==> src/rtl/rv32i_fetch.sv <==
// ---------------------------------------------------------------------------
// rv32i_fetch
//
// Instruction fetch stage for a simple in-order RV32I core. The stage keeps
// at most one instruction-memory read in flight. It holds the returned
// instruction for decode, and it handles branch/jump redirects, including
// misaligned redirect targets.
//
// Ports
//   i_clk               clock; all state updates on the rising edge
//   i_rst               synchronous active-high reset
//   o_imem_req          instruction-memory read request (REQ state only)
//   o_imem_addr         request address, always equal to the PC register
//   i_imem_ready        memory accepts the request this cycle
//   i_imem_rvalid       read data valid
//   i_imem_rdata        read data
//   o_fetch_valid       instruction valid to decode (HOLD state only)
//   o_fetch_instruction held instruction
//   o_fetch_pc          PC of the held instruction
//   i_decode_ready      decode consumes the held instruction
//   i_redirect_valid    branch/jump redirect, highest priority after reset
//   i_redirect_pc       redirect target
//   o_misaligned_fault  last redirect target was not word-aligned
//   o_fetch_count       consumed-fetch counter
//
// Build option
//   FETCH_PERF_COUNTER_EN  when defined, o_fetch_count counts decode
//                          handshakes, wrapping at 2^32. When undefined,
//                          o_fetch_count is tied to 0 and no counter flops
//                          are built.
//
// States
//   state | meaning
//   REQ   | request pc from memory, waiting for i_imem_ready
//   WAIT  | request accepted, waiting for i_imem_rvalid
//   HOLD  | instruction presented to decode, waiting for i_decode_ready
//   DRAIN | a redirect orphaned a request; swallow its response
//   FAULT | misaligned redirect target; idle until an aligned redirect
// ---------------------------------------------------------------------------
module rv32i_fetch #(
    parameter int                   INSTRUCTION_WIDTH = 32,
    parameter int                   WORD_SIZE         = 32,
    parameter logic [WORD_SIZE-1:0] RESET_PC          = '0
) (
    input  logic                         i_clk,
    input  logic                         i_rst,
    output logic                         o_imem_req,
    output logic [WORD_SIZE-1:0]         o_imem_addr,
    input  logic                         i_imem_ready,
    input  logic                         i_imem_rvalid,
    input  logic [INSTRUCTION_WIDTH-1:0] i_imem_rdata,
    output logic                         o_fetch_valid,
    output logic [INSTRUCTION_WIDTH-1:0] o_fetch_instruction,
    output logic [WORD_SIZE-1:0]         o_fetch_pc,
    input  logic                         i_decode_ready,
    input  logic                         i_redirect_valid,
    input  logic [WORD_SIZE-1:0]         i_redirect_pc,
    output logic                         o_misaligned_fault,
    output logic [31:0]                  o_fetch_count
);

    typedef enum logic [2:0] {
        ST_REQ   = 3'd0,
        ST_WAIT  = 3'd1,
        ST_HOLD  = 3'd2,
        ST_DRAIN = 3'd3,
        ST_FAULT = 3'd4
    } state_t;

    state_t               state_q;
    state_t               state_d;
    logic [WORD_SIZE-1:0] pc_q;
    logic [WORD_SIZE-1:0] pc_d;
    logic                 capture;
    logic                 resp_outstanding;
    logic                 redirect_misaligned;

    assign redirect_misaligned = |i_redirect_pc[1:0];
    assign o_imem_addr         = pc_q;

    // A response is still owed to us after this cycle when a request is
    // accepted now, or when one was accepted earlier and has not returned.
    always_comb begin
        resp_outstanding = 1'b0;
        case (state_q)
            ST_REQ:   resp_outstanding = i_imem_ready;
            ST_WAIT:  resp_outstanding = ~i_imem_rvalid;
            ST_DRAIN: resp_outstanding = ~i_imem_rvalid;
            default:  resp_outstanding = 1'b0;
        endcase
    end

    always_comb begin
        state_d = state_q;
        pc_d    = pc_q;
        capture = 1'b0;

        if (i_redirect_valid) begin
            // A redirect overrides every other handshake this cycle. If a
            // response is still owed to us, that response has to be drained
            // before the stage can issue anything new.
            pc_d = i_redirect_pc;
            if (resp_outstanding) begin
                state_d = ST_DRAIN;
            end else if (redirect_misaligned) begin
                state_d = ST_FAULT;
            end else begin
                state_d = ST_REQ;
            end
        end else begin
            case (state_q)
                ST_REQ: begin
                    if (i_imem_ready) begin
                        state_d = ST_WAIT;
                    end
                end
                ST_WAIT: begin
                    if (i_imem_rvalid) begin
                        capture = 1'b1;
                        state_d = ST_HOLD;
                    end
                end
                ST_HOLD: begin
                    if (i_decode_ready) begin
                        pc_d    = pc_q + WORD_SIZE'(4);
                        state_d = ST_REQ;
                    end
                end
                ST_DRAIN: begin
                    // If a misaligned redirect arrived while draining, the
                    // fault flag remembers it and the stage parks in FAULT.
                    if (i_imem_rvalid) begin
                        state_d = o_misaligned_fault ? ST_FAULT : ST_REQ;
                    end
                end
                ST_FAULT: begin
                    state_d = ST_FAULT;
                end
                default: begin
                    state_d = ST_REQ;
                end
            endcase
        end
    end

    always_ff @(posedge i_clk) begin
        if (i_rst) begin
            state_q             <= ST_REQ;
            pc_q                <= RESET_PC;
            o_imem_req          <= 1'b1;
            o_fetch_valid       <= 1'b0;
            o_fetch_instruction <= '0;
            o_fetch_pc          <= '0;
            o_misaligned_fault  <= 1'b0;
        end else begin
            state_q       <= state_d;
            pc_q          <= pc_d;
            // The outputs are decoded from the next state. This keeps them
            // registered and still aligned with the state they belong to.
            o_imem_req    <= (state_d == ST_REQ);
            o_fetch_valid <= (state_d == ST_HOLD);
            if (capture) begin
                o_fetch_instruction <= i_imem_rdata;
                o_fetch_pc          <= pc_q;
            end
            if (i_redirect_valid) begin
                o_misaligned_fault <= redirect_misaligned;
            end
        end
    end

`ifdef FETCH_PERF_COUNTER_EN
    logic [31:0] fetch_count_q;
    logic        count_en;

    // A redirect in HOLD discards the held instruction, so that cycle does
    // not count as a consumed fetch even if decode_ready is also high.
    assign count_en = o_fetch_valid & i_decode_ready & ~i_redirect_valid;

    always_ff @(posedge i_clk) begin
        if (i_rst) begin
            fetch_count_q <= '0;
        end else if (count_en) begin
            fetch_count_q <= fetch_count_q + 32'd1;
        end
    end

    assign o_fetch_count = fetch_count_q;
`else
    assign o_fetch_count = '0;
`endif

endmodule

==> config.mk <==
export PLATFORM = sky130hd
export DESIGN_NAME = rv32i_fetch
export DESIGN_NICKNAME = d
export VERILOG_FILES = /design/src/rtl/rv32i_fetch.sv
export SDC_FILE = /design/constraint.sdc
export NUM_CORES = 1
export LEC_CHECK = 0
export BUFFER_PORTS_ARGS = -buffer_cell sky130_fd_sc_hd__buf_2
export CAP_MARGIN = 40
export CORE_UTILIZATION = 45
export CTS_BUF_LIST = sky130_fd_sc_hd__clkbuf_4 sky130_fd_sc_hd__clkbuf_8
export DETAILED_ROUTE_END_ITERATION = 10
export PLACE_DENSITY = 0.77
export SLEW_MARGIN = 20
export SYNTH_ARGS = -nofsm -noshare
export SYNTH_HDL_FRONTEND = slang
export SYNTH_SLANG_ARGS = --single-unit
==> constraint.sdc <==
create_clock -name i_clk -period 2.3 [get_ports i_clk]
set_input_delay 0 -clock i_clk [delete_from_list [all_inputs] [get_ports i_clk]]
set_output_delay 0 -clock i_clk [all_outputs]
set_load 0.02 [all_outputs]
# Word level (Yosys, flattened, before mapping)
# Cells that the tools add are included.
word_totals:
  elab_cells: 37
  inputBits: 70
  reg_bits: 102
  output_inout_bits: 131
classes:
  n_bitwise: 1
  muxes: 16
  n_eq_ne: 5
  add_sub_neg: 1
  reduce_logical: 7
op_table:
  columns: ["op", "count"]
  rows:
  - ["2-to-1 mux 32 bit", 3]
  - ["adder 32 x 3 -> 32 bit, second input constant", 1]
  - ["2-to-1 mux 3 bit", 8]
  - ["one-hot mux 3 bit (5 select lines)", 1]
  - ["== test 3 x 2 -> 1 bit, second input constant", 3]
  - ["zero test 3 bit", 2]
  - ["nonzero test 2 bit", 2]
  - ["OR reduction 2 bit", 2]
  - ["== test 3 x 1 -> 1 bit, second input constant", 1]
  - ["== test 3 bit, second input constant", 1]
  - ["2-to-1 mux 1 bit", 3]
  - ["one-hot mux 1 bit (2 select lines)", 1]
  - ["AND reduction 2 bit", 1]
  - ["NOT 1 bit", 1]

# Depth between registers and ports, before layout
depth:
  depth_word: 6
  depth_mapped: 6
  depth_no_buf: 5

# Worst setup path after synthesis
# Ideal clock, no wire load.
synth_timing:
  kind: "reg2reg"
  start: "register pc_q[2] (netlist: o_imem_addr[2])"
  end: "register pc_q[16] (netlist: o_imem_addr[16])"
  setup_time_ps: 122
  t_arrival_ps: 2036
  path_buffers: 0
  required_time_ps: 2178
  path_stages_with_launch: 6
  setup_slack_ps: 142
  period_less_slack_ps: 2158
  cell_sequence: "dfxtp_1 -> ha_1 -> nand4_1 -> nor4_1 -> a41oi_1 -> o311a_1"
synth_via:
  elab_chain_len: 4
synth_rtl:
  columns: ["element", "line", "text"]
  rows:
  - ["from (decl)", "72", "logic [WORD_SIZE-1:0] pc_q;"]
  - ["from (signal assigned)", "157", "pc_q <= pc_d;"]
  - ["adder 32 x 3 -> 32 bit", "125", "pc_d = pc_q + WORD_SIZE'(4);"]
  - ["2-to-1 mux 32 bit", "124", "if (i_decode_ready) begin"]
  - ["2-to-1 mux 32 bit", "111", "case (state_q)"]
  - ["2-to-1 mux 32 bit", "98", "if (i_redirect_valid) begin"]
# Every way passes these cells. The select of a mux whose other input is x is not followed.
# A chain may end at the register's enable or synchronous reset.

# Worst setup path after layout
layout_timing:
  start: "register pc_q[9] (netlist: o_imem_addr[9])"
  end: "register pc_q[22] (netlist: o_imem_addr[22])"
# Same word-level chain as after synthesis.

==> reports/qor.txt <==
Comb pwr share = 15.8%
Worst Hold Launch = i_redirect_pc[30]
Sw Pwr = 1.05 mW
M1 WL = 5870 µm
Mapped Area = 4590 µm²
Setup CP Type = flip-flop to flip-flop
status = finished clean
R2R Setup Slk = 170 ps
CP peak stage delay = 620 ps
critical path arrival = 2410 ps
Max clock buf depth = 2
Fill cells = 852
largest fanout on the critical path = 9
final core utilization = 64.2%
Area Growth Syn to Fin = 37.4%
Num CTS Buffers = 9
Crit-path slowest cell = or4_1
crit-path cells = nand4_4 -> or4_1 -> or4_1 -> a311oi_1
Min-Delay Path Depth = 3
clk_skew = 10.5 ps
Int Power = 2.61 mW
Max-slew headroom = 51.6%
Max-Cap Viols = 0
Reg-to-Reg Start = o_imem_addr[9]
Max Used Layer = met4
DR iter-0 viols = 196
Slew @ Worst Pin = 727 ps
RD Place Congestion = 0.917
NumNets Final = 867
vias = 4817
die extent in y = 103 µm
WP data required = 2580 ps
initial cell density of the core = 46.7%
hold violation count in the final report = 0
Die Span X = 103 µm
Tmin final = 2130 ps
vias per cell = 5.16
Lkg Pwr = 2.69 nW
final wirelength = 13200 µm
top cell family by delay on the critical path = simple AND/OR/NAND/NOR gates
Synth Instances = 575
initial antenna violation count = 0
commonest non-fill, non-tap cell in the layout = buf_2
core area = 9820 µm²
Final TNS setup = 0 ps
most numerous cell on the critical path = or4_1
die area = 10600 µm²
CP endpoint kind = flip-flop
Clock power frac = 32.2%
DR WL met3 = 839 µm
I/O pin total = 201
Critical Path Start Type = flip-flop
RSZ-0062 raised after global routing = false
Clock Latency Late Sink = 370 ps
sequential share of power = 52.0%
Overall Global Routing Usage = 23.9%
worst r2r path cells = 4
flops & latches, synth = 102
postcts setup bufs = 0
# clock sinks = 102
largest net degree at the start of global routing = 71
number of global-route vias before repair = 4235
post-synthesis area per instance = 7.98 µm²
hpwl dp = 8690 µm
Hold Crit Class = primary input to flip-flop
diode count = 0
IO buf count = 168
Tcrit/Tclk final = 92.7%
PwrDens = 581 nW/µm²
H-tree depth = 3
worst vdd ir = 0.354 mV
Max Slew Vio Count = 0
Site Rows = 36
Max Clock Freq = 469 MHz
Synth Warn # = 0
Switching Fraction = 28.7%
Cell variety after synth = 51
GRT Residual Overflow = 0
Synth Flop Type = dfxtp_1
Post-route DRC = 0
commonest cells after routing, fill and taps aside = 167 x buf_2, 145 x nand2_1, 102 x dfxtp_1
antenna-violating nets left = 0
Seq/Total Area, Yosys = 44.5%
final setup fails = 0
Hold Path Sink = o_imem_addr[30]
TritonCTS clock tree = yes
share of cells above drive strength 1 = 26.6%
wire length of the first global-routing pass = 19900 µm
number of synthesized flops with an enable pin = 0
Root Buffer = clkbuf_8
met2 WL post-DR = 6250 µm
CP bufs+invs = 0
Pre-antenna DRT Iters = 5
worst r2r dst = o_imem_addr[22]
ys async rst share = 0%
Avg WL per Cell = 14.2 µm
Clock transition at path regs = 100 ps
## kinds of logic after synthesis
logic type,share of synthesized area [%]
adders and majority gates,0.273
muxes,0.682
AOI/OAI and AO/OA,17.5
xor gates and xnor gates,2.10
other,0.0818
DFF,44.5
buffers and inverters,9.50
and+or+nand+nor,25.3
## layer usage
metal,up-vias,track usage [%]
met4,0,8.99
met3,24,4.41
met2,170,39.7
li1,2387,-
met5,-,0
met1,2236,30.8
## state kept, by name, summed over array words and instances, names as in the netlist
| name | count |
|---|---|
| state_q | 3 |
| o_misaligned_fault | 1 |
| o_imem_addr | 32 |
| o_imem_req | 1 |
| o_fetch_pc | 32 |
| o_fetch_valid | 1 |
| o_fetch_instruction | 32 |
## worst min-delay path, cell delays in order
cell	delay (ps)
buf_2	80
o221ai_1	100
nor3_1	130
## per-stage QoR
step / worst slack (ps) / instance area [µm²] / cells / hold WS, ps / total power [mW]
floorplan: 142 / 4700 / 606 / 88.6 / 2.28
global placement: 268 / 5470 / 856 / 241 / 2.42
detailed placement: 192 / 5470 / 856 / 248 / 2.43
CTS: 160 / 6300 / 934 / 2.70 / 3.68
global route: 26.1 / 6300 / 934 / 15.9 / 3.82
finish: 167 / 6300 / 934 / 4.69 / 3.66
## layout make-up
cell class	instances	area [µm²]	area share, %
Clock inverter	6	67.6	1.07
Sequential cell	102	2040	32.4
Timing Repair Buffer	249	1610	25.5
Clock buffer	10	138	2.18
Inverter	12	45.0	0.715
Multi-Input combinational cell	422	2230	35.5
Tap cell	133	166	2.64
## worst max-delay path by stage
stage                               from               to  slack [ps]  depth (start not counted)
after floorplan           o_imem_addr[2]  o_imem_addr[16]         140                          5
after global placement    o_imem_addr[9]  o_imem_addr[22]         270                          4
after detailed placement  o_imem_addr[9]  o_imem_addr[22]         190                          4
after CTS                 o_imem_addr[9]  o_imem_addr[22]         160                          4
after global routing      o_imem_addr[9]  o_imem_addr[22]          30                          4
final                     o_imem_addr[9]  o_imem_addr[22]         170                          4
## synthesized netlist by cell type (all sizes together), types with 2 or more instances
cell | instances | area (µm²)
nor4bb | 2 | 20.0
dfxtp | 102 | 2040
nand2b | 2 | 12.5
nor3 | 7 | 35.0
nand4 | 12 | 90.1
o211ai | 3 | 22.5
a41oi | 2 | 17.5
xor2 | 5 | 43.8
inv | 12 | 45.0
a2111oi | 5 | 45.0
or4 | 8 | 60.1
a221oi | 3 | 26.3
o21ai | 9 | 45.0
a21oi | 74 | 370
a211oi | 13 | 97.6
nand2 | 145 | 544
nand3 | 10 | 50.1
a31o | 2 | 17.5
a311oi | 7 | 61.3
o31ai | 2 | 15.0
nor4 | 8 | 62.6
mux2i | 2 | 20.0
and4 | 7 | 61.3
or3 | 2 | 12.5
buf | 37 | 267
and3 | 8 | 50.1
nor2 | 25 | 93.8
o221ai | 2 | 17.5
clkbuf | 33 | 124
nor2b | 3 | 18.8
or2 | 3 | 18.8
xnor2 | 6 | 52.6
## what timing repair did
action	CTS	global route
endpoints found under the hold margin	62	0
hold buffers	62	0
gates resized for setup	0	0
## power groups by stage
stage / Clock (mW) / Combinational [mW] / Sequential [mW]
after floorplan: 0 / 0.278 / 2.00
after global placement: 0 / 0.483 / 1.94
after detailed placement: 0 / 0.490 / 1.94
after CTS: 1.20 / 0.574 / 1.90
after global routing: 1.27 / 0.629 / 1.92
final: 1.18 / 0.580 / 1.91
(Power assumes the default switching activity.)
